File: src/rtl/seqswitch_sched.sv
// seqswitch_sched: programmable step scheduler for the sequential-switch routing mux.
// Optional divider: define SEQSWITCH_SCHED_CLKDIV_EN to make clk_div active.
// Ports: clk/rst (async, active-high); sample_strobe qualifies all CV evaluation;
//   sample_in0 clock CV, sample_in1 reset CV; length/mode/hold/clk_div controls;
//   route + step_pulse to the mux; sample_out0 gate CV; sample_out1 step CV.
module seqswitch_sched #(
  parameter int SCHMITT_HI   = 8000,
  parameter int SCHMITT_LO   = 2000,
  parameter int OUT_HI       = 20000,
  parameter int STEP_MV      = 4000,
  parameter int GATE_SAMPLES = 240
) (
  input  logic               clk,
  input  logic               rst,
  input  logic               sample_strobe,
  input  logic signed [15:0] sample_in0,
  input  logic signed [15:0] sample_in1,
  input  logic [1:0]         length,
  input  logic [1:0]         mode,
  input  logic               hold,
  input  logic [2:0]         clk_div,
  output logic [1:0]         route,
  output logic               step_pulse,
  output logic signed [15:0] sample_out0,
  output logic signed [15:0] sample_out1
);

  localparam int GW = $clog2(GATE_SAMPLES + 1);

  localparam logic signed [15:0] TH_HI = 16'(SCHMITT_HI);
  localparam logic signed [15:0] TH_LO = 16'(SCHMITT_LO);
  localparam logic [15:0]        OUT_W = 16'(OUT_HI);
  localparam logic [15:0]        STEP_W = 16'(STEP_MV);
  localparam logic [GW-1:0]      GATE_W = GW'(GATE_SAMPLES);
  localparam logic [GW-1:0]      ONE_W  = GW'(1);

  logic          s0_q, s0_d;
  logic          s1_q, s1_d;
  logic [1:0]    route_q, route_d;
  logic          pulse_q, pulse_d;
  logic          dn_q, dn_d;
  logic [GW-1:0] gate_q, gate_d;
  logic [7:0]    lfsr_q, lfsr_d;
  logic [15:0]   out0_q, out0_d;
  logic [15:0]   out1_q, out1_d;

  logic          clk_rise;
  logic          rst_rise;
  logic          adv;
  logic [1:0]    nxt;
  logic          nxt_dn;
  logic [1:0]    rnd;

`ifdef SEQSWITCH_SCHED_CLKDIV_EN
  logic [2:0]    div_q, div_d;
`else
  logic          unused_clk_div;
  assign unused_clk_div = ^clk_div;
`endif

  assign rnd = lfsr_q[1:0];

  // Next-step rules; length is L-1, so "route+1 >= L" is "route >= length".
  always_comb begin
    nxt    = route_q;
    nxt_dn = dn_q;
    case (mode)
      2'd0: nxt = (route_q >= length) ? 2'd0 : route_q + 2'd1;
      2'd1: nxt = (route_q == 2'd0 || route_q > length) ?
                  length : route_q - 2'd1;
      2'd2: begin
        if (length == 2'd0) begin
          nxt = 2'd0;
        end else if (!dn_q) begin
          if (route_q >= length) begin
            nxt_dn = 1'b1;
            nxt    = length - 2'd1;
          end else begin
            nxt = route_q + 2'd1;
          end
        end else if (route_q == 2'd0) begin
          nxt_dn = 1'b0;
          nxt    = 2'd1;
        end else begin
          nxt = route_q - 2'd1;
        end
      end
      default: nxt = (rnd <= length) ? rnd : rnd - length - 2'd1;
    endcase
  end

  always_comb begin
    s0_d    = s0_q;
    s1_d    = s1_q;
    route_d = route_q;
    dn_d    = dn_q;
    gate_d  = gate_q;
    pulse_d = 1'b0;
    adv     = 1'b0;
    lfsr_d  = {lfsr_q[6:0],
               lfsr_q[7] ^ lfsr_q[5] ^ lfsr_q[4] ^ lfsr_q[3]};
    out0_d  = (gate_q != '0) ? OUT_W : 16'd0;
    out1_d  = STEP_W * {14'd0, route_q};
`ifdef SEQSWITCH_SCHED_CLKDIV_EN
    div_d   = div_q;
`endif

    clk_rise = sample_strobe && !s0_q && (sample_in0 > TH_HI);
    rst_rise = sample_strobe && !s1_q && (sample_in1 > TH_HI);

    if (sample_strobe) begin
      s0_d = s0_q ? !(sample_in0 < TH_LO) : (sample_in0 > TH_HI);
      s1_d = s1_q ? !(sample_in1 < TH_LO) : (sample_in1 > TH_HI);
      if (gate_q != '0) gate_d = gate_q - ONE_W;
    end

    // Reset CV wins and swallows a coincident clock edge.
    if (rst_rise) begin
      route_d = 2'd0;
      dn_d    = 1'b0;
      pulse_d = 1'b1;
      gate_d  = GATE_W;
`ifdef SEQSWITCH_SCHED_CLKDIV_EN
      div_d   = 3'd0;
`endif
    end else if (clk_rise && !hold) begin
`ifdef SEQSWITCH_SCHED_CLKDIV_EN
      if (div_q == clk_div) begin
        adv   = 1'b1;
        div_d = 3'd0;
      end else begin
        div_d = div_q + 3'd1;
      end
`else
      adv = 1'b1;
`endif
    end

    if (adv) begin
      route_d = nxt;
      dn_d    = nxt_dn;
      pulse_d = 1'b1;
      gate_d  = GATE_W;
    end
  end

  always_ff @(posedge clk or posedge rst) begin
    if (rst) begin
      s0_q    <= 1'b0;
      s1_q    <= 1'b0;
      route_q <= 2'd0;
      pulse_q <= 1'b0;
      dn_q    <= 1'b0;
      gate_q  <= '0;
      lfsr_q  <= 8'hA5;
      out0_q  <= 16'd0;
      out1_q  <= 16'd0;
`ifdef SEQSWITCH_SCHED_CLKDIV_EN
      div_q   <= 3'd0;
`endif
    end else begin
      s0_q    <= s0_d;
      s1_q    <= s1_d;
      route_q <= route_d;
      pulse_q <= pulse_d;
      dn_q    <= dn_d;
      gate_q  <= gate_d;
      lfsr_q  <= lfsr_d;
      out0_q  <= out0_d;
      out1_q  <= out1_d;
`ifdef SEQSWITCH_SCHED_CLKDIV_EN
      div_q   <= div_d;
`endif
    end
  end

  assign route       = route_q;
  assign step_pulse  = pulse_q;
  assign sample_out0 = $signed(out0_q);
  assign sample_out1 = $signed(out1_q);

endmodule

File: config.mk
export PLATFORM = sky130hd
export DESIGN_NAME = seqswitch_sched
export DESIGN_NICKNAME = d
export VERILOG_FILES = /design/src/rtl/seqswitch_sched.sv
export SDC_FILE = /design/constraint.sdc
export NUM_CORES = 1
export LEC_CHECK = 0
export ABC_CLOCK_PERIOD_IN_PS = 4100
export CORE_MARGIN = 8
export CORE_UTILIZATION = 40
export CTS_CLUSTER_SIZE = 20
export DETAILED_ROUTE_END_ITERATION = 7
export PLACE_DENSITY = 0.86
export SLEW_MARGIN = 20
export SYNTH_ARGS = -nofsm -noshare
export SYNTH_HDL_FRONTEND = slang
export SYNTH_SLANG_ARGS = --single-unit
File: constraint.sdc
create_clock -name clk -period 4.1 [get_ports clk]
set_input_delay 0.615 -clock clk [delete_from_list [all_inputs] [get_ports clk]]
set_output_delay 0.615 -clock clk [all_outputs]
set_load 0.005 [all_outputs]
======== After elaboration in Yosys (flattened, before gate mapping) ========
Cells that the tools add are included.
storage, ports and cells
  input bits .............................. 43
  register bits after elaboration ......... 46
operators by class
  bitwise logic cells ..................... 3
  equality and inequality tests ........... 4
  $lt $le $gt $ge ......................... 7
  multipliers ............................. 1
  add/subtract/negate cells ............... 6
  reductions and logical operators ........ 20
  multiplexer cells ....................... 28
operators with widths
  kind                                                                     count
  16-bit by 14-bit > comparator with 1-bit output, second input constant   2
  16-bit by 12-bit < comparator with 1-bit output, second input constant   2
  8-bit two-way mux                                                        4
  2-bit two-way mux                                                        9
  15-bit two-way mux                                                       1
  1-bit two-way mux                                                        13
  7-bit by 2-bit multiplier with 9-bit output, first input constant        1
  8-bit nonzero test                                                       1
  8-bit by 1-bit subtractor with 8-bit output, second input constant       1
  2-bit logical NOT                                                        3
  2-bit case mux with 3 select lines                                       1
  3-bit nonzero test                                                       2
  2-bit by 1-bit subtractor with 2-bit output, second input constant       3
  1-bit logical AND                                                        5
  1-bit logical NOT                                                        5
  3-bit AND reduction                                                      1
  1-bit XOR                                                                3
  2-bit by 1-bit adder with 2-bit output, second input constant            1
  2-bit by 1-bit == test with 1-bit output, second input constant          1
  2-bit == test, second input constant                                     1
  2-bit greater-or-equal comparator                                        1
  2-bit > comparator                                                       1
  2-bit less-or-equal comparator                                           1
  2-bit by 1-bit inequality test with 1-bit output, second input constant  1
  other kinds (5)                                                          5

======== Longest topological paths before layout ========
  word-level depth ........................ 8
  gate-level depth with buffers ........... 9

======== Worst setup path after synthesis ========
Ideal clock, no wire load.
  path kind ............................... input -> register
  start ................................... in sample_in1[7]
  end ..................................... reg gate_q[3]
  arrival ................................. 2.137 ns
  slack ................................... 1.886 ns
  stages .................................. 7
  required time ........................... 4.024 ns
  path through ............................ nor4_1 > a211oi_1 > o31a_1 > or3_1 > buf_2 > or3_1 > o21ai_1
on the way
  word-level cells in the longest chain between the ends .. 5
  elaborated cells on any way between the ends .. 8
  classes of those cells .................. 1 x order compare; 3 x mux; 4 x reduce/logical
ends and longest elaborated chain
  item                                               RTL line  text
  start, declared                                    17        input logic signed [15:0] sample_in1,
  16-bit by 14-bit > comparator with 1-bit output *  109       rst_rise = sample_strobe && !s1_q && (sample_in1 > TH_HI);
  1-bit logical AND *                                109
  1-bit two-way mux                                  118       if (rst_rise) begin
  3-bit nonzero test (no source line)                n/a
  2-bit AND reduction (no source line)               n/a
  end signal, assigned                               167       gate_q <= gate_d;
  end, declared                                      42        logic [GW-1:0] gate_q, gate_d;
Mark *: on every way between the ends. The rest lies on a longest branch, timed or not.
A chain may end at the register's enable or synchronous reset.

======== Worst setup path after layout ========
  start ................................... in length[0]
  end ..................................... reg route_q[1] (netlist: route[1])
on the way
  word-level cells in the longest chain between the ends .. 6
  elaborated cells on any way between the ends .. 16
  classes of those cells .................. 3 x add/sub; 3 x order compare; 8 x mux; 2 x reduce/logical
ends and longest elaborated chain
  item                                                                      RTL line  text
  start, declared                                                           18        input logic [1:0] length,
  parallel branches: the longest is 4 deep, another holds 2-bit subtractor  n/a
  2-bit case mux with 3 select lines *                                      67        case (mode)
  2-bit two-way mux *                                                       139       if (adv) begin
  end signal, assigned                                                      164       route_q <= route_d;
  end, declared                                                             39        logic [1:0] route_q, route_d;
Every way passes the cells marked *.

==> impl_metrics.py <==
metrics = {
    "status": {
        "outcome": "finished clean",
    },
    "cts": {
        "ctsHoldBuffers": 0,
        "ctsHtreeMaxLevel": 2,
        "cts_root_buffer": "clkbuf_8",
        "clock_path_buffers": 2,
        "cts_made_buffers": 5,
        "cts_resized": 0,
        "clk_pin_slew_ns": 0.06,
        "clock_sinks": 29,
        "clk_latency_ns": 0.28,
        "cts_tree": "built",
        "cts_setup_buffers": 0,
    },
    "die": {
        "core_area_um2": 4380,
        "ios": 78,
        "die_w_um": 83.8,
        "rows": 24,
        "die_y_um": 83.8,
        "start_util_pct": 41.9,
        "die-area_um2": 7020,
    },
    "drt": {
        "routed_wirelength_um": 4060,
        "vias": 1513,
        "vias_per_cell": 5.04,
        "antenna_left": 0,
        "drt_first_pass_iters": 4,
        "wl_per_cell_um": 13.5,
        "drc": 0,
        "drtIter0Drc": 61,
    },
    "place": {
        "gp_congestion": 0.830,
        "port-buffer-count": 56,
        "dp_hpwl_um": 3330,
        "post-place-ws_ns": 1.23,
        "dpl.cell_count": 292,
    },
    "timing": {
        "relSlewSlack_pct": 61.7,
        "tightest_slew_ns": 0.573,
        "fin_skew_ns": 0.0104,
        "setup-tns-final_ns": 0,
        "period_minus_slack_ns": 2.62,
        "setup_viol": 0,
        "rsz0062_at_grt": "no",
        "finalHoldViolations": 0,
        "slew_viol_final": 0,
        "period_share_pct": 63.9,
        "clock.fmax_mhz": 382,
        "fin_ws_ns": 1.48,
    },
    "global_routing": {
        "grt_pass1_vias": 1531,
        "grt_max_degree": 30,
        "antenna_found_initial": 0,
        "grt_remaining_overflow": 0,
        "grt_pass1_wl_um": 6870,
        "grt_use_total_pct": 11.4,
    },
    "synth": {
        "avgSynthCellArea_um2": 9.43,
        "synth_cell_types": 43,
        "synth_edf_count": 0,
        "synth_top_area_share_pct": 34.0,
        "synth_seq_cells": 29,
        "yosysWarnings": 0,
        "syn_inst": 195,
        "post-synth-top-count-cell": "buf_4",
        "syn_area_um2": 1840,
        "synth.largest_area_cell": "dfrtp_1",
        "synthArstFlopShare_pct": 100,
        "synthFlopType": "dfrtp_1",
        "synth_commonest_cells": "buf_4, dfrtp_1, inv_1, ha_1, nor2_1",
        "ys_seq_area_share_pct": 39.8,
        "yosys-top-cells-area": "dfrtp_1, buf_4, ha_1, dfstp_2, inv_1",
    },
    "cells_and_area": {
        "drive_gt1_share_pct": 6.85,
        "area_growth_syn_to_layout_pct": 31.1,
        "n_antenna_cell": 0,
        "nets": 302,
        "instances_no_fill": 300,
    },
    "setup_path": {
        "crit_path_max_fanout": 6,
        "start_kind": "input pin",
        "cp.required_ns": 4.26,
        "startpoint": "length[0]",
        "reg2reg_from": "route[0]",
        "r2r_cells": 8,
        "cp-end-kind": "flop",
        "worstSetupPathType": "in -> reg",
        "reg2reg_slack_ns": 1.75,
        "crit_arrival_ns": 2.78,
        "reg2reg_to": "route[1]",
    },
    "hold_path": {
        "hold_end": "lfsr_q[7]",
        "hp-class": "reg -> reg",
        "min_path_cells": 0,
        "min_from": "lfsr_q[6]",
    },
    "pwr": {
        "p_leak_uw": 0.00105,
        "powerDensity_nw_per_um2": 391,
        "irDropWorstVdd_mv": 0.148,
    },
    "flow_run": {
        "drv_cap": 0,
    },
}
[critical path, stage by stage]
cell and delay, ns:
clkdlybuf4s50_1 0.50, ha_1 0.35, nand2b_1 0.15, a21oi_1 0.42
nor3_1 0.10, a221oi_1 0.26, o211ai_1 0.12, a32o_1 0.27
[routing by layer]
layer,global-route usage [%],vias to the layer above,part of all wire (%)
met2,19.4,56,50
li1,-,764,-
met3,4.79,6,7.6
met1,12.1,687,41
met5,0,-,0
met4,4.55,0,1.4
[metrics by stage]
step	cell area [um^2]	hold slack (ns)	util (%)	total power, uW
2_1_floorplan	1900	0.333	-	595
3_3_place_gp	2320	0.337	52.9	695
3_5_place_dp	2320	0.352	52.9	708
4_1_cts	2410	0.362	55.0	947
5_1_grt	2410	0.367	55.0	1010
6_report	2410	0.358	55.0	942
[state kept, by name, indices dropped and copies added (netlist names)]
| register | count |
|---|---|
| gate_q | 8 |
| lfsr_q | 8 |
| sample_out1 | 6 |
| route | 2 |
| dn_q | 1 |
| s0_q | 1 |
| s1_q | 1 |
| sample_out0 | 1 |
| step_pulse | 1 |
[placed cells by master, fill, tap and decap left out, types with 2 or more instances in the layout]
master | synthesis | routed
clkbuf_1 | 0 | 2
o211ai_1 | 6 | 6
dfstp_2 | 4 | 4
nor3b_1 | 4 | 4
a221oi_1 | 2 | 2
nand3_1 | 6 | 6
clkdlybuf4s50_1 | 0 | 56
nor3_1 | 8 | 8
conb_1 | 1 | 18
dfrtp_1 | 25 | 25
o21a_1 | 2 | 2
ha_1 | 12 | 12
inv_2 | 1 | 2
nand2_1 | 9 | 9
or3_1 | 5 | 5
mux2_2 | 2 | 2
a22o_1 | 3 | 3
inv_1 | 15 | 14
nand2b_1 | 3 | 3
o31a_1 | 3 | 3
clkbuf_8 | 0 | 6
o31ai_1 | 3 | 3
nor2b_1 | 3 | 3
xnor2_1 | 2 | 2
nor2_1 | 11 | 11
a211oi_1 | 2 | 2
o21ai_0 | 9 | 9
nor4_1 | 5 | 5
a21oi_1 | 5 | 5
o22ai_1 | 2 | 2
[cell families after synthesis]
logic type | Yosys count | share of synthesized area, %
XOR/XNOR | 3 | 1.43
adder cells (fa/ha/maj) | 12 | 8.17
buffers and inverters | 44 | 14.6
AO/OA/AOI/OAI | 45 | 17.4
other | 1 | 0.204
flip-flops | 29 | 39.8
AND/OR/NAND/NOR | 59 | 17.3
multiplexers | 2 | 1.23
[area by class of cell]
type | count | area, um^2
Multi-Input combinational cell | 139 | 903
Clock buffer | 8 | 90.1
Fill cell | 400 | 1970
Sequential cell | 29 | 731
Timing Repair Buffer | 56 | 561
Inverter | 16 | 60.1
Tap cell | 52 | 65.1
[worst max path at each step]
stage                     slack, ns  cells past startpoint         to
after floorplan                1.89                      7  gate_q[3]
after global placement         1.29                      8   route[1]
after detailed placement       1.23                      8   route[1]
after CTS                      1.52                      8   route[1]
after global routing           1.38                      8   route[1]
final                          1.48                      8   route[1]
[power by group]
part | switching (uW) | total (uW) | internal, uW | leakage, uW
registers | 53.5 | 395 | 342 | 0.000365
clock network | 101 | 237 | 137 | 0.0000455
logic | 138 | 310 | 172 | 0.000642
total | 292 | 942 | 650 | 0.00105
Power figures use the tool's default switching activity.
